`src/rtl/sevenseg_pkg.sv`:
```
// Shared types, segment table and constants for the seven-segment scanner.
package sevenseg_pkg;

    localparam int unsigned PHASES = 16;

    typedef logic [6:0] seg7_t;

    // Segment order {a,b,c,d,e,f,g}, logical 1 = lit.
    localparam seg7_t HEX2SEG [PHASES] = '{
        7'b1111110, 7'b0110000, 7'b1101101, 7'b1111001,
        7'b0110011, 7'b1011011, 7'b1011111, 7'b1110000,
        7'b1111111, 7'b1111011, 7'b1110111, 7'b0011111,
        7'b1001110, 7'b0111101, 7'b1001111, 7'b1000111
    };

    function automatic seg7_t hex2seg(input logic [3:0] value);
        return HEX2SEG[value];
    endfunction

endpackage

```
`src/rtl/sevenseg_lzs.sv`:
```
// Leading-zero mask: digit i (i > 0) is suppressed when nibbles i..top are all zero.
module sevenseg_lzs
    import sevenseg_pkg::*;
#(
    parameter int unsigned NUM_DIGITS = 4
) (
    input  logic [4*NUM_DIGITS-1:0] nibbles,
    input  logic                    lzs_en,
    output logic [NUM_DIGITS-1:0]   lz_supp
);

    logic zero_above;

    always_comb begin
        lz_supp    = '0;
        zero_above = 1'b1;
        // Walk down from the most significant digit; digit 0 is never touched.
        for (int i = NUM_DIGITS - 1; i > 0; i--) begin
            zero_above = zero_above & (nibbles[4*i +: 4] == 4'd0);
            lz_supp[i] = lzs_en & zero_above;
        end
    end

endmodule

```
`src/rtl/sevenseg_scan.sv`:
```
// Time-multiplexed seven-segment driver with frame snapshot, LZS, blanking and PWM.
module sevenseg_scan
    import sevenseg_pkg::*;
#(
    parameter int unsigned NUM_DIGITS     = 4,
    parameter int unsigned DIV            = 4096,
    parameter bit          SEG_ACTIVE_LOW = 1'b0,
    parameter bit          AN_ACTIVE_LOW  = 1'b0
) (
    input  logic                    clk,
    input  logic                    reset,
    input  logic [4*NUM_DIGITS-1:0] datain,
    input  logic [NUM_DIGITS-1:0]   dpin,
    input  logic [NUM_DIGITS-1:0]   blank,
    input  logic                    lzs_en,
    input  logic [3:0]              bright,
    output logic [6:0]              display,
    output logic                    dp,
    output logic [NUM_DIGITS-1:0]   grounds,
    output logic                    frame_start
);

    localparam int unsigned DIV_W = (DIV > 1) ? $clog2(DIV) : 1;
    localparam int unsigned IDX_W = (NUM_DIGITS > 1) ? $clog2(NUM_DIGITS) : 1;

    logic [DIV_W-1:0]        div_cnt;
    logic [3:0]              phase;
    logic [IDX_W-1:0]        idx;
    logic                    first_frame;

    logic [4*NUM_DIGITS-1:0] data_snap;
    logic [NUM_DIGITS-1:0]   dp_snap;
    logic [NUM_DIGITS-1:0]   blank_snap;
    logic                    lzs_snap;
    logic [3:0]              bright_snap;

    logic [6:0]              display_q;
    logic                    dp_q;
    logic [NUM_DIGITS-1:0]   grounds_q;
    logic                    frame_start_q;

    logic                    tick;
    logic                    last_slot;
    logic                    idx_wrap;
    logic                    snap;
    logic [NUM_DIGITS-1:0]   lz_supp;
    logic [NUM_DIGITS-1:0]   blank_eff;
    logic [3:0]              cur_nib;
    logic                    lit;
    logic [6:0]              display_d;
    logic                    dp_d;
    logic [NUM_DIGITS-1:0]   grounds_d;

    assign tick      = (div_cnt == DIV_W'(DIV - 1));
    assign last_slot = tick && (phase == 4'(PHASES - 1));
    assign idx_wrap  = last_slot && (idx == IDX_W'(NUM_DIGITS - 1));
    // The first cycle out of reset counts as a wrap so a frame is captured at once.
    assign snap      = first_frame | idx_wrap;

    sevenseg_lzs #(
        .NUM_DIGITS (NUM_DIGITS)
    ) u_lzs (
        .nibbles (data_snap),
        .lzs_en  (lzs_snap),
        .lz_supp (lz_supp)
    );

    always_comb begin
        blank_eff = blank_snap | lz_supp;
        cur_nib   = data_snap[{idx, 2'b00} +: 4];
        lit       = (phase < bright_snap) && !blank_eff[idx];
        display_d = 7'd0;
        dp_d      = 1'b0;
        grounds_d = '0;
        if (lit) begin
            display_d = hex2seg(cur_nib);
            dp_d      = dp_snap[idx];
            grounds_d = NUM_DIGITS'(1) << idx;
        end
    end

    always_ff @(posedge clk) begin
        if (reset) begin
            div_cnt       <= '0;
            phase         <= '0;
            idx           <= '0;
            first_frame   <= 1'b1;
            data_snap     <= '0;
            dp_snap       <= '0;
            blank_snap    <= '0;
            lzs_snap      <= 1'b0;
            bright_snap   <= '0;
            display_q     <= '0;
            dp_q          <= 1'b0;
            grounds_q     <= '0;
            frame_start_q <= 1'b0;
        end else begin
            first_frame <= 1'b0;
            div_cnt     <= tick ? '0 : div_cnt + 1'b1;
            if (tick) begin
                phase <= phase + 4'd1;
            end
            if (last_slot) begin
                idx <= idx_wrap ? '0 : idx + 1'b1;
            end
            if (snap) begin
                data_snap   <= datain;
                dp_snap     <= dpin;
                blank_snap  <= blank;
                lzs_snap    <= lzs_en;
                bright_snap <= bright;
            end
            display_q     <= display_d;
            dp_q          <= dp_d;
            grounds_q     <= grounds_d;
            frame_start_q <= snap;
        end
    end

    assign display     = display_q ^ {7{SEG_ACTIVE_LOW}};
    assign dp          = dp_q ^ SEG_ACTIVE_LOW;
    assign grounds     = grounds_q ^ {NUM_DIGITS{AN_ACTIVE_LOW}};
    assign frame_start = frame_start_q;

endmodule

```
`config.mk`:
```
export PLATFORM = sky130hd
export DESIGN_NAME = sevenseg_scan
export DESIGN_NICKNAME = d
export VERILOG_FILES = /design/src/rtl/sevenseg_pkg.sv /design/src/rtl/sevenseg_lzs.sv /design/src/rtl/sevenseg_scan.sv
export SDC_FILE = /design/constraint.sdc
export NUM_CORES = 1
export LEC_CHECK = 0
export ABC_AREA = 1
export CAP_MARGIN = 25
export CORE_MARGIN = 10
export CORE_UTILIZATION = 33
export DETAILED_ROUTE_END_ITERATION = 10
export PLACE_DENSITY_LB_ADDON = 0.1
export SETUP_SLACK_MARGIN = 0.1
export SLEW_MARGIN = 15
export SYNTH_ARGS = -nofsm -noshare
export SYNTH_HDL_FRONTEND = slang
export SYNTH_SLANG_ARGS = --single-unit
export TNS_END_PERCENT = 5
```
`constraint.sdc`:
```
create_clock -name clk -period 2.93 [get_ports clk]
set_input_delay 0.293 -clock clk [delete_from_list [all_inputs] [get_ports clk]]
set_output_delay 0.293 -clock clk [all_outputs]
set_load 0.01 [all_outputs]
```
==> impl_metrics.toml, run 1 <==
[clocking]
cts_resized = 0
holdBufCountCts = 0
clockRootBuffer = "clkbuf_8"
cts_buffers = 9
clkTransAtPathRegs_ns = 0.07
cts_tree = "done"
cts_buffer_depth = 2
cts_sinks = 61
cts_setup_buffers = 0
htree_levels = 3
worstSkewPairLatency_ns = 0.33

[worst_setup_path]
cp_common_cell = "nand2_1"
cp-start-kind = "flop"
cpPeakStageDelay_ns = 0.30
path_cells = "buf_4 -> inv_2 -> nor2_1 -> o21ai_0 -> nand2_1 -> inv_1 -> ha_1 -> inv_1 -> nand2_1 -> nand2_1 -> nand2_1 -> nand2_1 -> nand2_1 -> inv_1"
crit_arrival_ns = 2.28
cp.required_ns = 3.16
rr_startpoint = "idx[0]$_SDFFE_PP0P_"
crit_fanout = 19
critPathSlowestCell = "dfxtp_1"
crit_type = "flop to flop"
critical_path.startpoint = "idx[0]$_SDFFE_PP0P_"
cp-end-kind = "flop"

[yosys]
ys_seq_area_share_pct = 39.9
yosys.cell_types.count = 29
syn_area_um2 = 3060
synth_fa_ha_area_share_pct = 5.31
yosys_warnings = 0
yosys.area_share.simple_pct = 33.7
yosys-mux-area-fraction_pct = 0
synth_compound_area_share_pct = 10.3
synthesis.nets = 477
synth_xor_area_share_pct = 1.71
synth-seq-cells = 61
netlist_instances = 433
synth_top_family_by_area = "simple AND/OR/NAND/NOR gates"
syn_avg_cell_area_um2 = 7.08

[die]
ioPinCount = 44
die_w_um = 116
die-area_um2 = 13500
core_um2 = 9150
num_rows = 35
die_h_um = 116
start_util_pct = 33.5

[place]
dp_hpwl_mm = 5.21
place_inst = 573
gp_congestion = 0.746
portBuffers = 43
placed_area_um2 = 3580

[detailed_routing]
vias_per_cell = 4.62
drt-pass1-iter-count = 4
drt_wl_total_mm = 7.25
drtIter0Drc = 74
post-route-drc-count = 0
ant_nets = 0
wl_per_cell_um = 12.4
vias = 2711

[layout]
layout-drive-gt1-share_pct = 9.03
fin_area_um2 = 3760
areaGrowthSynthToFinish_pct = 22.6
finalNetCount = 517
antenna_cells = 0
stdcell_count = 587
n_fill_cell = 972

[sta]
clock-skew-final_ns = 0.00833
rsz0062_at_grt = "false"
slew_headroom_pct = 69.2
tightest_slew_ns = 0.460
setup_viol = 0
whs_ns = 0.449
max_freq_mhz = 488
hold_viol = 0
tns_ns = 0
min_period_over_period_pct = 70.0
min_period_ns = 2.05
maxSlewViolCount = 0

[power_and_ir_drop]
total_power_mw = 1.85
power_leakage_nw = 1.67
powerDensity_nw_per_um2 = 493
vdd_drop_max_mv = 0.230

[grt]
grt_antenna_before_repair = 0
grt_pass1_vias = 2581
grt.total_usage_pct = 11.0
grt_start_max_net_pins = 35
grt_pass1_wl_mm = 12.0
grt-ovfl-total = 0

[run]
maxCapViolCount = 0

[worst_hold_path]
worstHoldStart = "div_cnt[0]$_SDFF_PP0_"
hp-class = "flop to flop"

[status]
status = "complete, no violations"
cell families after synthesis:
group | Yosys count
xor+xnor | 6
fa+ha+maj | 13
compound gates | 56
simple gates | 230
buf+inv | 67
flops | 61
path summary, 6_finish.rpt:
path / cells after the start / slack (ns) / to
setup reg to reg: 14 / 0.88 / display[0]$_SDFF_PP0_
hold reg to reg: 1 / 0.45 / div_cnt[0]$_SDFF_PP0_
hold / removal: 1 / 0.45 / div_cnt[0]$_SDFF_PP0_
setup / recovery: 14 / 0.88 / display[0]$_SDFF_PP0_
critical path, delay by kind of cell, from the launching register on:
family | cells | cell delay (ns)
buffers and inverters | 5 | 0.66
AND/OR/NAND/NOR | 7 | 0.61
flip-flops | 1 | 0.30
AO/OA/AOI/OAI | 1 | 0.20
adder cells (fa/ha/maj) | 1 | 0.18
layout make-up:
| type | count | area (µm²) | area share (%) |
|---|---|---|---|
| clock inverters | 2 | 35.0 | 0.932 |
| clock buffers | 12 | 145 | 3.86 |
| inverters | 47 | 176 | 4.70 |
| well taps | 111 | 139 | 3.70 |
| flip-flops and latches | 61 | 1220 | 32.5 |
| repair buffers | 49 | 475 | 12.7 |
| multi-input cells | 305 | 1570 | 41.7 |
cells in the mapped netlist:
cell | count | area share, %
nor2_2 | 3 | 0.61
o21ai_1 | 4 | 0.65
buf_2 | 6 | 0.98
a21boi_1 | 1 | 0.25
xnor2_1 | 2 | 0.57
nor2_1 | 68 | 8.3
nand3_4 | 1 | 0.57
nand2_1 | 99 | 12
dfxtp_1 | 61 | 40
nor2_8 | 1 | 0.65
nand3_1 | 27 | 4.4
nand4_1 | 5 | 1.0
a21oi_1 | 34 | 5.6
xor2_1 | 4 | 1.1
nor3_1 | 3 | 0.49
and3_1 | 1 | 0.20
buf_4 | 1 | 0.25
buf_1 | 2 | 0.25
buf_6 | 2 | 0.73
inv_2 | 10 | 1.2
nand2_2 | 1 | 0.20
clkinv_1 | 1 | 0.12
a21oi_2 | 9 | 2.6
inv_1 | 36 | 4.4
or2_0 | 1 | 0.20
ha_1 | 13 | 5.3
clkbuf_1 | 9 | 1.1
nand3b_1 | 20 | 4.9
o21ai_0 | 8 | 1.3
flip-flops by register name (all words and copies together), names as in the netlist, 2 cells and up:
name	count
data_snap	16
div_cnt	12
display	7
blank_snap	4
bright_snap	4
dp_snap	4
grounds	4
phase	4
idx	2
placed cells by master, fill, tap and decap left out, drive strengths merged:
cell           Yosys  final
inv               46     46
o21ai             12     12
dfxtp             61     61
xnor2              2      2
nor2              72     72
ha                13     13
xor2               4      4
or2                1      1
and3               1      1
bufinv             0      1
clkinv             1      2
nand3b            20     20
buf               11      6
a21oi             43     43
a21boi             1      1
nand4              5      5
clkdlybuf4s50      0     43
nand2            100    100
clkbuf             9     12
nor3               3      3
nand3             28     28
stage by stage:
step | worst slack (ns) | util [%]
6_report | 0.879 | 41.1
4_1_cts | 0.860 | 41.1
5_1_grt | 0.616 | 41.1
3_3_place_gp | 0.841 | 39.1
3_5_place_dp | 0.801 | 39.1
2_1_floorplan | 1.15 | -
power by group:
group          leakage (nW)  switching [mW]  internal (mW)
clock network        0.0923           0.306          0.406
registers             0.502          0.0181          0.874
logic                  1.08           0.128          0.120
routing by layer:
layer	up-vias	routed length, µm	track usage (%)
li1	1449	-	-
met4	0	78	4.00
met1	1203	3730	14.3
met2	51	3000	16.4
met3	8	449	3.95
met5	-	0	0
No activity file was read; power rests on OpenSTA's default activity.
==> run 2: changes to the inputs <==
==> constraint.sdc (replaced) <==
create_clock -name clk -period 2 [get_ports clk]
set_input_delay 0.2 -clock clk [delete_from_list [all_inputs] [get_ports clk]]
set_output_delay 0.2 -clock clk [all_outputs]
set_load 0.01 [all_outputs]
==> impl_metrics.toml, run 2 (same netlist as run 1, synthesis figures left out) <==
[die]
die_h_um = 116
ioPinCount = 44
num_rows = 35
start_util_pct = 33.5
die_w_um = 116
die-area_um2 = 13500
core_um2 = 9150

[power_and_ir_drop]
power_leakage_nw = 1.72
vdd_drop_max_mv = 0.340
powerDensity_nw_per_um2 = 736
total_power_mw = 2.85

[clocking]
htree_levels = 3
clockRootBuffer = "clkbuf_8"
cts_buffer_depth = 2
holdBufCountCts = 0
clkTransAtPathRegs_ns = 0.07
cts_tree = "done"
cts_sinks = 61
cts_buffers = 9
worstSkewPairLatency_ns = 0.33

[worst_hold_path]
hp-class = "flop to flop"

[grt]
grt_start_max_net_pins = 49
grt_antenna_before_repair = 0
grt_pass1_vias = 2638
grt-ovfl-total = 0
grt_pass1_wl_mm = 12.6
grt.total_usage_pct = 11.6

[worst_setup_path]
cp-end-kind = "flop"
r2r_slack_ns = 0.27
cp.required_ns = 2.28
cp-start-kind = "flop"
endpoint = "display[0]$_SDFF_PP0_"
critPathSlowestCell = "dfxtp_2"
rr_worst_depth = 13
critical_path.startpoint = "idx[0]$_SDFFE_PP0P_"
crit_type = "flop to flop"
rr_startpoint = "idx[0]$_SDFFE_PP0P_"
crit_arrival_ns = 2.01
crit_fanout = 8
path_cells = "inv_2 -> nor2_1 -> o21ai_0 -> nand2_1 -> inv_1 -> ha_1 -> inv_1 -> nand2_1 -> nand2_1 -> nand2_1 -> nand2_1 -> nand2_1 -> inv_1"
cpPeakStageDelay_ns = 0.43
reg2reg_to = "display[0]$_SDFF_PP0_"
cp_common_cell = "nand2_1"

[sta]
clock-skew-final_ns = 0.00751
whs_ns = 0.457
slew_headroom_pct = 69.6
max_freq_mhz = 576
maxSlewViolCount = 0
tns_ns = 0
hold_viol = 0
rsz0062_at_grt = "true"
fin_ws_ns = 0.265
setup_viol = 0
min_period_ns = 1.73
tightest_slew_ns = 0.456
min_period_over_period_pct = 86.7

[detailed_routing]
drt_wl_total_mm = 7.31
drt-pass1-iter-count = 4
post-route-drc-count = 0
ant_nets = 0
drtIter0Drc = 112
vias = 2738
wl_per_cell_um = 12.3
vias_per_cell = 4.62

[layout]
fin_util_pct = 42.2
most-common-layout-cells = "nand2_1, nor2_1, dfxtp_1"
largest_register_ffs = 16
regMostFlops = "data_snap"
layout_commonest_cell = "nand2_1"
stdcell_count = 593
n_fill_cell = 965
layout-drive-gt1-share_pct = 10.8
areaGrowthSynthToFinish_pct = 26.2
antenna_cells = 0
finalNetCount = 521
seq_area_um2 = 1230
fin_area_um2 = 3870
multi_input_area_um2 = 1570

[place]
place_inst = 576
portBuffers = 43
placed_area_um2 = 3640
gp_congestion = 0.838
dp_worst_setup_slack_ns = 0.0624
dp_hpwl_mm = 5.23

[status]
status = "complete, no violations"

[run]
maxCapViolCount = 0
==> run 2: power by group <==
| group | internal (mW) | switching (mW) | leakage, nW |
|---|---|---|---|
| registers | 1.28 | 0.0289 | 0.503 |
| clock network | 0.677 | 0.491 | 0.106 |
| logic | 0.184 | 0.187 | 1.11 |
| total | 2.14 | 0.707 | 1.72 |
==> run 2: how the worst min path moves through the flow <==
stage / start / end / slack, ns / cells past startpoint
detailed placement: div_cnt[0]$_SDFF_PP0_ / div_cnt[0]$_SDFF_PP0_ / 0.44 / 1
floorplan: reset / first_frame$_DFF_P_ / 0.23 / 0
global placement: div_cnt[0]$_SDFF_PP0_ / div_cnt[0]$_SDFF_PP0_ / 0.43 / 1
CTS: datain[2] / data_snap[2]$_SDFFE_PP0P_ / 0.45 / 3
global route: datain[2] / data_snap[2]$_SDFFE_PP0P_ / 0.44 / 3
finish: div_cnt[0]$_SDFF_PP0_ / div_cnt[0]$_SDFF_PP0_ / 0.46 / 1
==> run 2: cell type report <==
| type | count | area share (%) |
|---|---|---|
| clock buffer | 13 | 4.37 |
| clock inverter | 3 | 1.10 |
| inverter | 47 | 4.56 |
| multi-input combinational | 305 | 40.6 |
| sequential | 61 | 31.7 |
| tap | 111 | 3.59 |
| timing repair buffer | 53 | 14.0 |
==> run 2: metal layers <==
metal	track usage [%]	up-vias	routed length [µm]
li1	-	1469	-
met1	15.9	1198	3850
met2	16.4	58	2870
met3	3.65	13	458
met4	4.75	0	125
met5	0	-	0
==> run 2: what timing repair did <==
action | in CTS | in global routing
pin swaps | 0 | 1
gates resized for setup | 1 | 3
cloned | 0 | 0
buffers inserted | 0 | 1
endpoints found under the setup margin | 4 | 27
==> run 2: critical path, delay by kind of cell, from the launching register on <==
family | cells | cell delay (ns)
compound gates | 1 | 0.10
fa+ha+maj | 1 | 0.21
buf+inv | 4 | 0.33
flops | 1 | 0.43
simple gates | 7 | 0.63
==> run 3: changes to the inputs <==
--- a/config.mk
+++ b/config.mk
@@ -9,9 +9,11 @@
 export CAP_MARGIN = 25
 export CORE_MARGIN = 10
 export CORE_UTILIZATION = 33
+export CTS_BUF_LIST = sky130_fd_sc_hd__clkbuf_8
 export DETAILED_ROUTE_END_ITERATION = 10
 export PLACE_DENSITY_LB_ADDON = 0.1
 export SETUP_SLACK_MARGIN = 0.1
+export SKIP_LAST_GASP = 1
 export SLEW_MARGIN = 15
 export SYNTH_ARGS = -nofsm -noshare
 export SYNTH_HDL_FRONTEND = slang
==> impl_metrics.toml, run 3 (same netlist as run 1, synthesis figures left out) <==
[status]
status = "complete, no violations"

[place]
dp_hpwl_mm = 5.23
gp_congestion = 0.838
dp_worst_setup_slack_ns = 0.0624
portBuffers = 43

[detailed_routing]
vias_per_cell = 4.62
post-route-drc-count = 0
vias = 2739
drtIter0Drc = 120
wl_per_cell_um = 12.3
drt_wl_total_mm = 7.31
drt-pass1-iter-count = 4
ant_nets = 0

[layout]
finalNetCount = 521
fin_util_pct = 42.2
most-common-layout-cells = "nand2_1, nor2_1, dfxtp_1"
layout-drive-gt1-share_pct = 10.8
largest_register_ffs = 16
antenna_cells = 0
regMostFlops = "data_snap"
areaGrowthSynthToFinish_pct = 26.0
layout_commonest_cell = "nand2_1"

[sta]
tightest_slew_ns = 0.455
hold_viol = 0
maxSlewViolCount = 0
rsz0062_at_grt = "true"
clock-skew-final_ns = 0.00756
tns_ns = 0
max_freq_mhz = 569
setup_viol = 0
min_period_over_period_pct = 87.8
fin_ws_ns = 0.243
slew_headroom_pct = 69.6
min_period_ns = 1.76

[die]
die_w_um = 116
die_h_um = 116
num_rows = 35
ioPinCount = 44
core_um2 = 9150
start_util_pct = 33.5
die-area_um2 = 13500

[grt]
grt-ovfl-total = 0
grt_pass1_wl_mm = 12.6
grt.total_usage_pct = 11.6
grt_util_met1_pct = 15.9
grt_start_max_net_pins = 49
met2_usage_pct = 16.4
busiest_layer = "met2"
grt_pass1_vias = 2638
grt_use_met3_pct = 3.65
grt_antenna_before_repair = 0

[clocking]
clockRootBuffer = "clkbuf_8"
cts_buffer_depth = 2
clkTransAtPathRegs_ns = 0.07
htree_levels = 3
cts_buffers = 9
cts_tree = "done"
holdBufCountCts = 0
cts_sinks = 61
worstSkewPairLatency_ns = 0.33

[worst_setup_path]
cp.required_ns = 2.22
crit_fanout = 48
cp-start-kind = "flop"
r2r_slack_ns = 0.24
critical_path.startpoint = "div_cnt[0]$_SDFF_PP0_"
crit_arrival_ns = 1.97
cp-end-kind = "flop"
reg2reg_to = "dp_snap[1]$_SDFFE_PP0P_"
crit_type = "flop to flop"
rr_worst_depth = 9
rr_startpoint = "div_cnt[0]$_SDFF_PP0_"

[power_and_ir_drop]
power_leakage_nw = 1.72
powerDensity_nw_per_um2 = 736
vdd_drop_max_mv = 0.340

[run]
maxCapViolCount = 0

[worst_hold_path]
hold_end = "div_cnt[0]$_SDFF_PP0_"
hp-class = "flop to flop"
hold_depth = 1
worstHoldStart = "div_cnt[0]$_SDFF_PP0_"
==> run 3: cell types whose count changed in the layout (fill, tap and decap cells not counted) <==
cell	change
nor2_2	+1
inv_1	+1
clkbuf_1	-1
nor2_4	-1
==> run 3: through the flow <==
stage | instance area, µm² | power [mW] | instances | hold WS, ns
finish | 3860 | 2.84 | 593 | 0.457
global route | 3860 | 3.00 | 593 | 0.444
CTS | 3850 | 2.88 | 592 | 0.450
detailed placement | 3640 | 1.71 | 576 | 0.440
global placement | 3640 | 1.71 | 576 | 0.431
floorplan | 3060 | 1.55 | 433 | 0.228
==> run 3: critical path: stages (launching register included) <==
cell     delay [ns]
dfxtp_1        0.36
ha_1           0.18
nand2_1        0.08
nor2_2         0.18
nand2_2        0.13
nor2_8         0.15
nand3_4        0.09
buf_12         0.19
a21oi_1        0.19
nor2_1         0.06
==> run 3: area by class of cell <==
type | count | area, µm²
multi-input cells | 305 | 1570
well taps | 111 | 139
flip-flops and latches | 61 | 1230
clock buffers | 12 | 165
inverters | 47 | 176
fillers | 968 | 5290
repair buffers | 53 | 543
clock inverters | 4 | 46.3
==> run 3: timing repair <==
action,CTS,global route
setup endpoints to repair,4,27
buffers inserted,0,1
resized for setup,1,2
pin swaps,0,1
==> run 3: power breakdown <==
group          leakage [nW]  internal (mW)  total (mW)  switching (mW)
sequential            0.503           1.28        1.31          0.0289
clock                 0.110          0.672        1.16           0.491
combinational          1.11          0.184       0.371           0.187
==> run 3: worst max-delay path by stage <==
| stage | to | slack (ns) |
|---|---|---|
| final | dp_snap[1]$_SDFFE_PP0P_ | 0.24 |
| after global routing | dp_snap[1]$_SDFFE_PP0P_ | 0.05 |
| after CTS | display[0]$_SDFF_PP0_ | 0.13 |
| after detailed placement | display[2]$_SDFF_PP0_ | 0.06 |
| after global placement | display[2]$_SDFF_PP0_ | 0.11 |
| after floorplan | display[2]$_SDFF_PP0_ | 0.22 |
==> run 3: metal layers <==
metal	vias up	wire [µm]
li1	1468	-
met1	1200	3860
met2	58	2860
met3	13	456
met4	0	125
met5	-	0
